`config.mk`:
```
export PLATFORM = sky130hd
export DESIGN_NAME = mc_ctrl
export DESIGN_NICKNAME = d
export VERILOG_FILES = /design/src/rtl/mc_ctrl.sv
export SDC_FILE = /design/constraint.sdc
export NUM_CORES = 1
export LEC_CHECK = 0
export ABC_AREA = 1
export CORE_MARGIN = 4
export CORE_UTILIZATION = 34
export CTS_CLUSTER_DIAMETER = 200
export DETAILED_ROUTE_END_ITERATION = 16
export PLACE_DENSITY = 0.68
export SLEW_MARGIN = 20
export SYNTH_ARGS = -nofsm -noshare
export SYNTH_HDL_FRONTEND = slang
export SYNTH_SLANG_ARGS = --single-unit
```
`constraint.sdc`:
```
create_clock -name clk -period 1.9 [get_ports clk]
set_input_delay 0.57 -clock clk [delete_from_list [all_inputs] [get_ports clk]]
set_output_delay 0.57 -clock clk [all_outputs]
set_load 0.01 [all_outputs]
```
`src/rtl/mc_ctrl.sv`:
```
// mc_ctrl: multi-cycle MIPS main controller.
// Moore-decoded controls, retired-instruction counter.
module mc_ctrl #(
  parameter int CNT_W = 32
) (
  input  logic             clk,
  input  logic             rst,
  input  logic [5:0]       op,
  input  logic [5:0]       funct,
  input  logic             zero,
  output logic [1:0]       ALUOp,
  output logic             ALUSrcA,
  output logic [1:0]       ALUSrcB,
  output logic             ExtOp,
  output logic             IorD,
  output logic             MemWrite,
  output logic             IRWrite,
  output logic             RegWrite,
  output logic             RegDst,
  output logic             MemtoReg,
  output logic [1:0]       PCSource,
  output logic             PCWr,
  output logic [3:0]       state,
  output logic [CNT_W-1:0] instr_cnt
);

  localparam logic [3:0] S_FETCH  = 4'd0;
  localparam logic [3:0] S_DECODE = 4'd1;
  localparam logic [3:0] S_MEMADR = 4'd2;
  localparam logic [3:0] S_MEMRD  = 4'd3;
  localparam logic [3:0] S_MEMWB  = 4'd4;
  localparam logic [3:0] S_MEMWR  = 4'd5;
  localparam logic [3:0] S_EXEC   = 4'd6;
  localparam logic [3:0] S_RWB    = 4'd7;
  localparam logic [3:0] S_BRANCH = 4'd8;
  localparam logic [3:0] S_ORIEX  = 4'd9;
  localparam logic [3:0] S_ORIWB  = 4'd10;
  localparam logic [3:0] S_JUMP   = 4'd11;

  localparam logic [5:0] OP_LW  = 6'b100011;
  localparam logic [5:0] OP_SW  = 6'b101011;
  localparam logic [5:0] OP_R   = 6'b000000;
  localparam logic [5:0] OP_ORI = 6'b001101;
  localparam logic [5:0] OP_BEQ = 6'b000100;
  localparam logic [5:0] OP_J   = 6'b000010;
  localparam logic [5:0] F_ADDU = 6'b100001;
  localparam logic [5:0] F_SUBU = 6'b100011;

  logic [3:0] st;
  logic [3:0] nxt;
  logic       retire;

  always_comb begin
    nxt = S_FETCH;
    case (st)
      S_FETCH:  nxt = S_DECODE;
      S_DECODE: begin
        unique case (1'b1)
          (op == OP_LW),
          (op == OP_SW):  nxt = S_MEMADR;
          (op == OP_R):   nxt = S_EXEC;
          (op == OP_ORI): nxt = S_ORIEX;
          (op == OP_BEQ): nxt = S_BRANCH;
          (op == OP_J):   nxt = S_JUMP;
          default:        nxt = S_FETCH;
        endcase
      end
      S_MEMADR: nxt = (op == OP_SW) ? S_MEMWR : S_MEMRD;
      S_MEMRD:  nxt = S_MEMWB;
      S_EXEC: begin
        if (funct == F_ADDU || funct == F_SUBU)
          nxt = S_RWB;
      end
      S_ORIEX:  nxt = S_ORIWB;
      default:  nxt = S_FETCH;
    endcase
  end

  assign retire = (st == S_MEMWB) || (st == S_MEMWR) ||
                  (st == S_RWB) || (st == S_BRANCH) ||
                  (st == S_ORIWB) || (st == S_JUMP);

  always_ff @(posedge clk) begin
    if (rst) begin
      st        <= S_FETCH;
      instr_cnt <= '0;
    end else begin
      st <= nxt;
      if (retire)
        instr_cnt <= instr_cnt + {{(CNT_W-1){1'b0}}, 1'b1};
    end
  end

  // Reset masks every control, even before the first edge.
  assign state = rst ? S_FETCH : st;

  always_comb begin
    ALUOp    = 2'b00;
    ALUSrcA  = 1'b0;
    ALUSrcB  = 2'b00;
    ExtOp    = 1'b0;
    IorD     = 1'b0;
    MemWrite = 1'b0;
    IRWrite  = 1'b0;
    RegWrite = 1'b0;
    RegDst   = 1'b0;
    MemtoReg = 1'b0;
    PCSource = 2'b00;
    PCWr     = 1'b0;
    if (!rst) begin
      case (st)
        S_FETCH: begin
          IRWrite = 1'b1;
          ALUSrcB = 2'b01;
          PCWr    = 1'b1;
        end
        S_DECODE: begin
          ALUSrcB = 2'b11;
          ExtOp   = 1'b1;
        end
        S_MEMADR: begin
          ALUSrcA = 1'b1;
          ALUSrcB = 2'b10;
          ExtOp   = 1'b1;
        end
        S_MEMRD: IorD = 1'b1;
        S_MEMWB: begin
          RegWrite = 1'b1;
          MemtoReg = 1'b1;
        end
        S_MEMWR: begin
          IorD     = 1'b1;
          MemWrite = 1'b1;
        end
        S_EXEC: begin
          ALUSrcA = 1'b1;
          ALUOp   = (funct == F_SUBU) ? 2'b01 : 2'b00;
        end
        S_RWB: begin
          RegWrite = 1'b1;
          RegDst   = 1'b1;
        end
        S_BRANCH: begin
          ALUSrcA  = 1'b1;
          ALUOp    = 2'b01;
          PCSource = 2'b01;
          PCWr     = zero;
        end
        S_ORIEX: begin
          ALUSrcA = 1'b1;
          ALUSrcB = 2'b10;
          ALUOp   = 2'b10;
        end
        S_ORIWB: RegWrite = 1'b1;
        S_JUMP: begin
          PCWr     = 1'b1;
          PCSource = 2'b10;
        end
        default: ;
      endcase
    end
  end

endmodule

```
==> flow_metrics.env, run 1 <==
export IMPL_ir_worst_vdd_uv=308.0
export IMPL_cts_buffers=5
export IMPL_synthDistinctLibCells=30
export IMPL_cts_buffer_depth=2
export IMPL_cts_root_buf="clkbuf_8"
export IMPL_grt_ovfl_total=0
export IMPL_die_area_sq_mm=0.007909
export IMPL_cts_hold_buf=0
export IMPL_worst_setup_path_type="flop to primary output"
export IMPL_core_sq_mm=0.006350
export IMPL_setup_ws_ps=-124.0
export IMPL_cts_sinks=36
export IMPL_clk_pin_slew_ps=70
export IMPL_layout_drive_gt1_share_pct=27.16
export IMPL_most_common_layout_cells="nor2_1, nand2_1, buf_4"
export IMPL_fmax_mhz=494.1
export IMPL_finalWirelength_um=7727
export IMPL_cp_end_kind="primary output"
export IMPL_postRouteAntennaNets=0
export IMPL_cp_arrival_ps=1450
export IMPL_timing_final_crit_share_pct=106.5
export IMPL_cts_tree="yes"
export IMPL_maxCapViolations=0
export IMPL_synth_flop_cell="dfxtp_1"
export IMPL_grt_pass1_wl_um=12340
export IMPL_drt_iter0_drc=167
export IMPL_syn_area_per_cell_sq_um=5.846
export IMPL_nets=512
export IMPL_rsz0062_at_grt="true"
export IMPL_ys_seq_area_share_pct=32.36
export IMPL_hold_violations=0
export IMPL_syn_num_nets=397
export IMPL_diodes=0
export IMPL_async_flop_share_pct=0
export IMPL_h_tree_depth=2
export IMPL_clk_latency_ps=290
export IMPL_final_min_clock_period_ps=2024
export IMPL_final_setup_skew_ps=6.087
export IMPL_ys_warn_count=0
export IMPL_syn_inst=381
export IMPL_die_h_um=88.94
export IMPL_syn2layout_area_growth_pct=61.69
export IMPL_start_kind="flop"
export IMPL_viasPerCell=4.923
export IMPL_violations="setup timing"
export IMPL_boundaryPins=66
export IMPL_p_total_w=0.001533
export IMPL_netlist_area_sq_mm=0.002227
export IMPL_antenna_found_initial=0
export IMPL_fill_cells=570
export IMPL_drc=0
export IMPL_slew_violations=0
export IMPL_rows=29
export IMPL_finalSetupViolCount=11
export IMPL_powerDensity_mw_per_mm2=425.6
export IMPL_die_w_um=88.94
export IMPL_finalSetupTns_ps=-818.3
export IMPL_routabilityCongestion=0.8698
export IMPL_multiInputGateArea_sq_mm=0.001509
export IMPL_synth_edf_count=0
export IMPL_slew_headroom_pct=73.23
export IMPL_dr_total_vias=2826
export IMPL_grt_max_degree=19
export IMPL_p_leak_nw=1.509
export IMPL_first_pass_iters=4
export IMPL_ys_ff_latch=36
export IMPL_seq_area_sq_um=739.5
export IMPL_io_buffers=65
export IMPL_floorplan_initialDensity_pct=35.07
export IMPL_wl_per_cell_um=13.46
export IMPL_final_common_cell="nor2_1"
export IMPL_dp_final_hpwl_um=5441
export IMPL_cp_data_required_time_ps=1330
export IMPL_grt_usage_pct=19.75
export IMPL_grt_pass1_vias=2671
export IMPL_min_path_type="flop to flop"
export IMPL_status="finished, violations left"
export IMPL_worstMarginPinSlew_ps=400.0
export IMPL_crit_fanout=4
-- report_power, final --
part / total [W] / switching [W] / leakage (nW) / internal [W]
clock: 0.000574 / 0.000278 / 0.0455 / 0.000296
sequential: 0.000758 / 0.00000267 / 0.296 / 0.000755
combinational: 0.000201 / 0.000107 / 1.17 / 0.0000934
-- critical path, cell delays in order, from the launching register on --
cell	delay (ps)
dfxtp_4	360
buf_6	110
nor2_4	180
buf_6	140
nand2_4	50
a31oi_2	170
buf_2	150
-- what timing repair did --
item | in CTS | in global routing
gates resized for setup | 103 | 57
endpoints found under the setup margin | 19 | 40
endpoints found under the hold margin | 0 | 0
setup buffers | 19 | 4
pin swaps | 11 | 17
-- cell type report --
| cell class | instances | area share [%] |
|---|---|---|
| tap | 77 | 2.675 |
| sequential | 36 | 20.54 |
| clock buffer | 8 | 2.502 |
| inverter | 45 | 4.864 |
| multi-input combinational | 293 | 41.90 |
| timing repair buffer | 115 | 27.52 |
-- through the flow --
stage          utilization [%]  hold WS (ps)  worst slack, ps  cell area [sq um]  cells
2_1_floorplan                -         488.2            90.63               2227    381
3_3_place_gp             50.05         462.7           -673.2               3178    546
3_5_place_dp             50.05         468.6           -703.9               3178    546
4_1_cts                  54.01         480.5           -76.60               3430    573
5_1_grt                  56.71         537.5           -185.7               3601    574
6_report                 56.71         482.0           -124.0               3601    574
-- cells in the mapped netlist, types with 3 or more instances --
master	n	area, sq um
o21ai_0	11	55.05
nor2_2	4	25.02
nand2_1	89	334.1
inv_1	41	153.9
a21oi_1	20	100.1
dfxtp_1	36	720.7
a31oi_1	5	31.28
nor2_1	104	390.4
clkbuf_1	4	15.01
nand4_1	9	56.30
nand3_1	26	130.1
nor3_1	8	40.04
inv_2	3	11.26
-- path summary, 6_finish.rpt --
path,endpoint,slack [ps],startpoint,cells past startpoint
setup / recovery,ALUSrcB[1],-120,st[2],6
hold / removal,instr_cnt[4],480,instr_cnt[4],2
setup reg to reg,st[0],110,st[0],14
hold reg to reg,instr_cnt[4],480,instr_cnt[4],2
-- sequential cells by signal, indices dropped and copies added (netlist names) --
register	count
instr_cnt	32
st	4
-- cell families after synthesis --
logic type	synth area share, %
buf+inv	9.100
flops	32.36
xor+xnor	1.180
simple gates	46.91
compound gates	9.888
fa+ha+maj	0.5617
-- metal layers --
metal,vias up,part of all wire (%),routed length [um],GRT usage (%)
met5,-,0,0,0
met4,0,2.4,187,6.089
met3,17,5.7,439,4.700
met2,91,49,3761,33.13
met1,1275,43,3338,25.15
li1,1443,-,-,-
No activity file was read; power rests on OpenSTA's default activity.
==> inputs of run 2 (changes only) <==
--- a/config.mk
+++ b/config.mk
@@ -6,7 +6,7 @@
 export NUM_CORES = 1
 export LEC_CHECK = 0
 export ABC_AREA = 1
-export CORE_MARGIN = 4
+export CORE_MARGIN = 1.5
 export CORE_UTILIZATION = 34
 export CTS_CLUSTER_DIAMETER = 200
 export DETAILED_ROUTE_END_ITERATION = 16
==> run 2 against run 1 <==
Against the previous run:
- clock skew increased by 0.83 ps
- sequential power barely moved
- register-to-register slack better by 40 ps
- hold slack is essentially flat
- sequential share of layout area rose by 0.78 points
- highest routed layer unchanged
- worst setup slack better by 36 ps
- utilization decreased by 2.5 points
- cell area down 4.5%
- the run still ends with setup timing left
- clock power decreased by 3%
- via count down 0.96%
- cell count shrank 1.4%
==> flow_metrics.env, run 2 (synthesis gave the netlist of run 1 again) <==
export IMPL_most_common_layout_cells="nor2_1, nand2_1, inv_1, clkdlybuf4s50_1, buf_4"
export IMPL_floorplan_initialDensity_pct=35.07
export IMPL_finalWirelength_um=7246
export IMPL_finalSetupTns_ps=-484.2
export IMPL_p_total_w=0.001497
export IMPL_min_path_type="flop to flop"
export IMPL_timing_final_crit_share_pct=104.6
export IMPL_crit_path_max_incr_delay_ps=370
export IMPL_finalInstanceArea_sq_mm=0.003440
export IMPL_viasPerCell=4.945
export IMPL_boundaryPins=66
export IMPL_start_kind="flop"
export IMPL_cts_tree="yes"
export IMPL_ir_worst_vdd_uv=227.3
export IMPL_reg2reg_from="st[2]"
export IMPL_core_sq_mm=0.006350
export IMPL_io_buffers=65
export IMPL_postPlaceCellArea_sq_mm=0.003178
export IMPL_final_common_cell="nor2_1"
export IMPL_p_int_w=0.001135
export IMPL_routabilityCongestion=0.8781
export IMPL_slew_violations=0
export IMPL_grt_pass1_wl_um=11850
export IMPL_top_regs="instr_cnt x32, st x4"
export IMPL_grt_max_degree=19
export IMPL_critPathSlowestCell="dfxtp_4"
export IMPL_cts_root_buf="clkbuf_8"
export IMPL_h_tree_depth=2
export IMPL_p_clk_share_pct=37.3
export IMPL_pwr_share_comb_pct=12.0
export IMPL_wl_per_cell_um=12.80
export IMPL_rsz0062_at_grt="true"
export IMPL_cp_cell_sequence="nor2_2, inv_1, buf_4, nor2_4, nand2_1, o21ai_0, buf_2"
export IMPL_grt_pass1_vias=2602
export IMPL_violations="setup timing"
export IMPL_critPathBufInv=3
export IMPL_worstMarginPinSlew_ps=396.4
export IMPL_cp_startpoint="st[3]"
export IMPL_hold_slack_ps=481.7
export IMPL_crit_fanout=4
export IMPL_final_setup_skew_ps=6.921
export IMPL_regMostFlops="instr_cnt"
export IMPL_status="finished, violations left"
export IMPL_reg2reg_slack_ps=150
export IMPL_final_min_clock_period_ps=1988
export IMPL_layout_drive_gt1_share_pct=22.90
export IMPL_largest_reg_flops=32
export IMPL_die_area_sq_mm=0.007045
export IMPL_slew_headroom_pct=73.47
export IMPL_cts_buffer_depth=2
export IMPL_grt_usage_pct=20.33
export IMPL_worst_setup_path_type="flop to primary output"
export IMPL_hold_start="instr_cnt[4]"
export IMPL_cts_sinks=36
export IMPL_path_delay_family="buffers and inverters"
export IMPL_die_h_um=83.94
export IMPL_cp_arrival_ps=1420
export IMPL_cp_end_kind="primary output"
export IMPL_grt_ovfl_total=0
export IMPL_hold_violations=0
export IMPL_maxCapViolations=0
export IMPL_postRouteAntennaNets=0
export IMPL_syn2layout_area_growth_pct=54.44
export IMPL_setup_ws_ps=-87.85
export IMPL_fmax_mhz=503.1
export IMPL_die_w_um=83.94
export IMPL_p_sw_w=0.0003625
export IMPL_clk_latency_ps=290
export IMPL_cts_buffers=5
export IMPL_finalSetupViolCount=8
export IMPL_dp_final_hpwl_um=5256
export IMPL_nets=504
export IMPL_drt_iter0_drc=205
export IMPL_powerDensity_mw_per_mm2=435.4
export IMPL_rows=29
export IMPL_antenna_found_initial=0
export IMPL_diodes=0
export IMPL_dr_total_vias=2799
export IMPL_cp_data_required_time_ps=1330
export IMPL_p_seq_share_pct=50.6
export IMPL_clk_pin_slew_ps=70
export IMPL_fin_util_pct=54.17
export IMPL_p_leak_nw=1.426
export IMPL_first_pass_iters=7
export IMPL_sw_frac_of_total_pct=24.21
export IMPL_drc=0
## run 2: cell type report
| cell class | instances | area, sq um |
|---|---|---|
| clock buffer | 8 | 90.09 |
| fill | 602 | 2910 |
| inverter | 45 | 172.7 |
| multi-input combinational | 293 | 1426 |
| sequential | 36 | 733.2 |
| tap | 77 | 96.34 |
| timing repair buffer | 107 | 920.9 |
## run 2: path summary, 6_finish.rpt
check             depth (start not counted)       endpoint
setup / recovery                          7           IorD
hold / removal                            2   instr_cnt[4]
setup reg to reg                         11  instr_cnt[13]
hold reg to reg                           2   instr_cnt[4]
## run 2: what timing repair did
item | 4_1_cts | 5_1_grt
hold buffers | 0 | 0
pin swaps | 13 | 4
buffers inserted | 8 | 4
resized for setup | 102 | 33
setup endpoints to repair | 19 | 27
## run 2: routing by layer
| metal | vias up | global-route usage [%] | share of wire, % |
|---|---|---|---|
| met3 | 21 | 3.264 | 4.1 |
| met1 | 1282 | 25.95 | 45 |
| met2 | 73 | 34.53 | 48 |
| met5 | - | 0 | 0 |
| met4 | 0 | 7.303 | 2.9 |
| li1 | 1423 | - | - |
## run 2: per-stage QoR
step,instances,worst slack [ps]
2_1_floorplan,381,90.63
3_3_place_gp,546,-692.9
3_5_place_dp,546,-695.5
4_1_cts,562,-49.69
5_1_grt,566,-171.8
6_report,566,-87.85
## run 2: worst register-to-register path: stages (launching register included)
cell	delay (ps)
dfxtp_4	360
buf_6	110
nor2_4	120
buf_6	160
buf_4	110
nand2_2	60
nand2_4	150
nand2_1	120
nor2_4	170
nand2_1	110
o21ai_1	130
nor2_1	50
## run 2: power groups by stage
stage                     clock network [W]   logic, W  registers (W)
final                              0.000559   0.000180       0.000758
after global routing               0.000597   0.000195       0.000758
after CTS                          0.000570   0.000170       0.000759
after detailed placement                  0   0.000167       0.000777
after global placement                    0   0.000165       0.000777
after floorplan                           0  0.0000652       0.000779
==> inputs of run 3 (changes only) <==
--- a/config.mk
+++ b/config.mk
@@ -11,6 +11,8 @@
 export CTS_CLUSTER_DIAMETER = 200
 export DETAILED_ROUTE_END_ITERATION = 16
 export PLACE_DENSITY = 0.68
+export SETUP_SLACK_MARGIN = 0.4
+export SKIP_CTS_REPAIR_TIMING = 1
 export SLEW_MARGIN = 20
 export SYNTH_ARGS = -nofsm -noshare
 export SYNTH_HDL_FRONTEND = slang
==> run 3 against run 2 <==
Against the previous run:
- the flow still finishes with violations (setup timing)
- total power up 4.5%
- die area unchanged
- cell count increased by 2.1%
- worst setup slack lost 63 ps
- cell area grew 16%
- first-iteration DRC count fell by 37%
- non-clock buffer count increased by 11
- via count up 0.82%
- sequential share of layout area decreased by 2.0 points
- flip-flop and latch count unchanged
- wire length increased by 1.6%
- sequential power is essentially flat
- critical endpoint is now PCWr
- largest cell class unchanged
- highest routed layer unchanged
==> flow_metrics.env, run 3 (synthesis gave the netlist of run 1 again) <==
export IMPL_fin_util_pct=62.58
export IMPL_grt_pass1_wl_um=10710
export IMPL_setup_ws_ps=-150.7
export IMPL_grt_max_degree=18
export IMPL_nets=516
export IMPL_regMostFlops="instr_cnt"
export IMPL_h_tree_depth=2
export IMPL_status="finished, violations left"
export IMPL_start_kind="flop"
export IMPL_die_area_sq_mm=0.007045
export IMPL_boundaryPins=66
export IMPL_finalWirelength_um=7362
export IMPL_cp_arrival_ps=1480
export IMPL_grt_pass1_vias=2487
export IMPL_maxCapViolations=0
export IMPL_slew_violations=0
export IMPL_die_h_um=83.94
export IMPL_clk_pin_slew_ps=80
export IMPL_most_common_layout_cells="nand2_1, nor2_1, buf_4"
export IMPL_timing_final_crit_share_pct=107.9
export IMPL_pre_cts_ws_ps=-636.9
export IMPL_top_regs="instr_cnt x32, st x4"
export IMPL_cts_buffer_depth=2
export IMPL_finalSetupViolCount=12
export IMPL_wl_per_cell_um=12.74
export IMPL_crit_fanout=4
export IMPL_reg2reg_from="st[3]"
export IMPL_final_common_cell="nand2_1"
export IMPL_rows=29
export IMPL_die_w_um=83.94
export IMPL_min_path_type="flop to flop"
export IMPL_ir_worst_vdd_uv=363.7
export IMPL_largest_reg_flops=32
export IMPL_worstMarginPinSlew_ps=293.9
export IMPL_postRouteAntennaNets=0
export IMPL_cts_root_buf="clkbuf_8"
export IMPL_drt_iter0_drc=129
export IMPL_drc=0
export IMPL_final_min_clock_period_ps=2051
export IMPL_final_setup_skew_ps=7.597
export IMPL_post_place_cells=550
export IMPL_hold_violations=0
export IMPL_syn2layout_area_growth_pct=78.43
export IMPL_viasPerCell=4.882
export IMPL_cts_tree="yes"
export IMPL_first_pass_iters=4
export IMPL_dp_final_hpwl_um=5091
export IMPL_grt_usage_pct=18.69
export IMPL_violations="setup timing"
export IMPL_layout_drive_gt1_share_pct=37.13
export IMPL_stdcell_count=578
export IMPL_clk_latency_ps=300
export IMPL_grt_ovfl_total=0
export IMPL_rsz0062_at_grt="true"
export IMPL_cp_data_required_time_ps=1330
export IMPL_cp_startpoint="st[3]"
export IMPL_io_buffers=65
export IMPL_slew_headroom_pct=80.22
export IMPL_cts_buffers=5
export IMPL_antenna_found_initial=0
export IMPL_hold_start="instr_cnt[0]"
export IMPL_dr_total_vias=2822
export IMPL_hold_slack_ps=470.8
export IMPL_cp_end_kind="primary output"
export IMPL_worst_setup_path_type="flop to primary output"
export IMPL_diodes=0
export IMPL_fill_cells=554
export IMPL_cts_sinks=36
export IMPL_floorplan_initialDensity_pct=35.07
export IMPL_p_leak_nw=2.206
export IMPL_routabilityCongestion=0.8896
export IMPL_fmax_mhz=487.6
export IMPL_powerDensity_mw_per_mm2=393.7
export IMPL_core_sq_mm=0.006350
## run 3: cell count changes in the layout (fill, tap and decap cells not counted), moves of 11 or more
cell and change:
dfxtp_2 +17, nor2_4 +13, dlymetal6s2s_1 +41, nor2_1 -22, clkdlybuf4s50_1 -35, dfxtp_1 -20, buf_4 +11
## run 3: path summary, 6_finish.rpt
path                                 endpoint  slack [ps]  cells past startpoint
worst min register to register   instr_cnt[0]         470                      1
worst max register to register  instr_cnt[24]         220                     12
worst max-delay path                     PCWr        -150                      7
worst min-delay path             instr_cnt[0]         470                      1
## run 3: where the power goes
group / internal, W / leakage [nW] / switching (W)
Combinational: 0.000109 / 1.86 / 0.000115
Clock: 0.000295 / 0.0445 / 0.000288
Sequential: 0.000752 / 0.305 / 0.00000533
Total: 0.00116 / 2.21 / 0.000409
## run 3: routing by layer
| layer | GRT usage [%] | up-vias | wire length (um) |
|---|---|---|---|
| li1 | - | 1454 | - |
| met3 | 3.660 | 12 | 309 |
| met1 | 22.81 | 1286 | 3215 |
| met5 | 0 | - | 0 |
| met4 | 6.408 | 0 | 129 |
| met2 | 32.70 | 70 | 3708 |
## run 3: critical path: stages, from the launching register on
cell,delay [ps]
dfxtp_2,350
inv_2,50
nor2_4,200
buf_6,150
buf_6,90
nand3_4,60
a31oi_4,120
buf_2,160
## run 3: area by class of cell
class                      count  area (sq um)  area share, %
tap                           77         96.34          2.424
timing repair buffer         118          1151          28.97
clock buffer                   7         86.33          2.173
inverter                      45         198.9          5.006
multi-input combinational    294          1668          41.97
sequential                    36         765.7          19.27
clock inverter                 1         7.507         0.1889
## run 3: metrics by stage
step	total power (W)	TNS, ps	area, sq um
6_report	0.001564	-807.8	3974
5_1_grt	0.001626	-1712	3974
4_1_cts	0.001540	-8657	3412
3_5_place_dp	0.0009643	-5152	3318
3_3_place_gp	0.0009610	-5019	3318
2_1_floorplan	0.0008738	0	2402
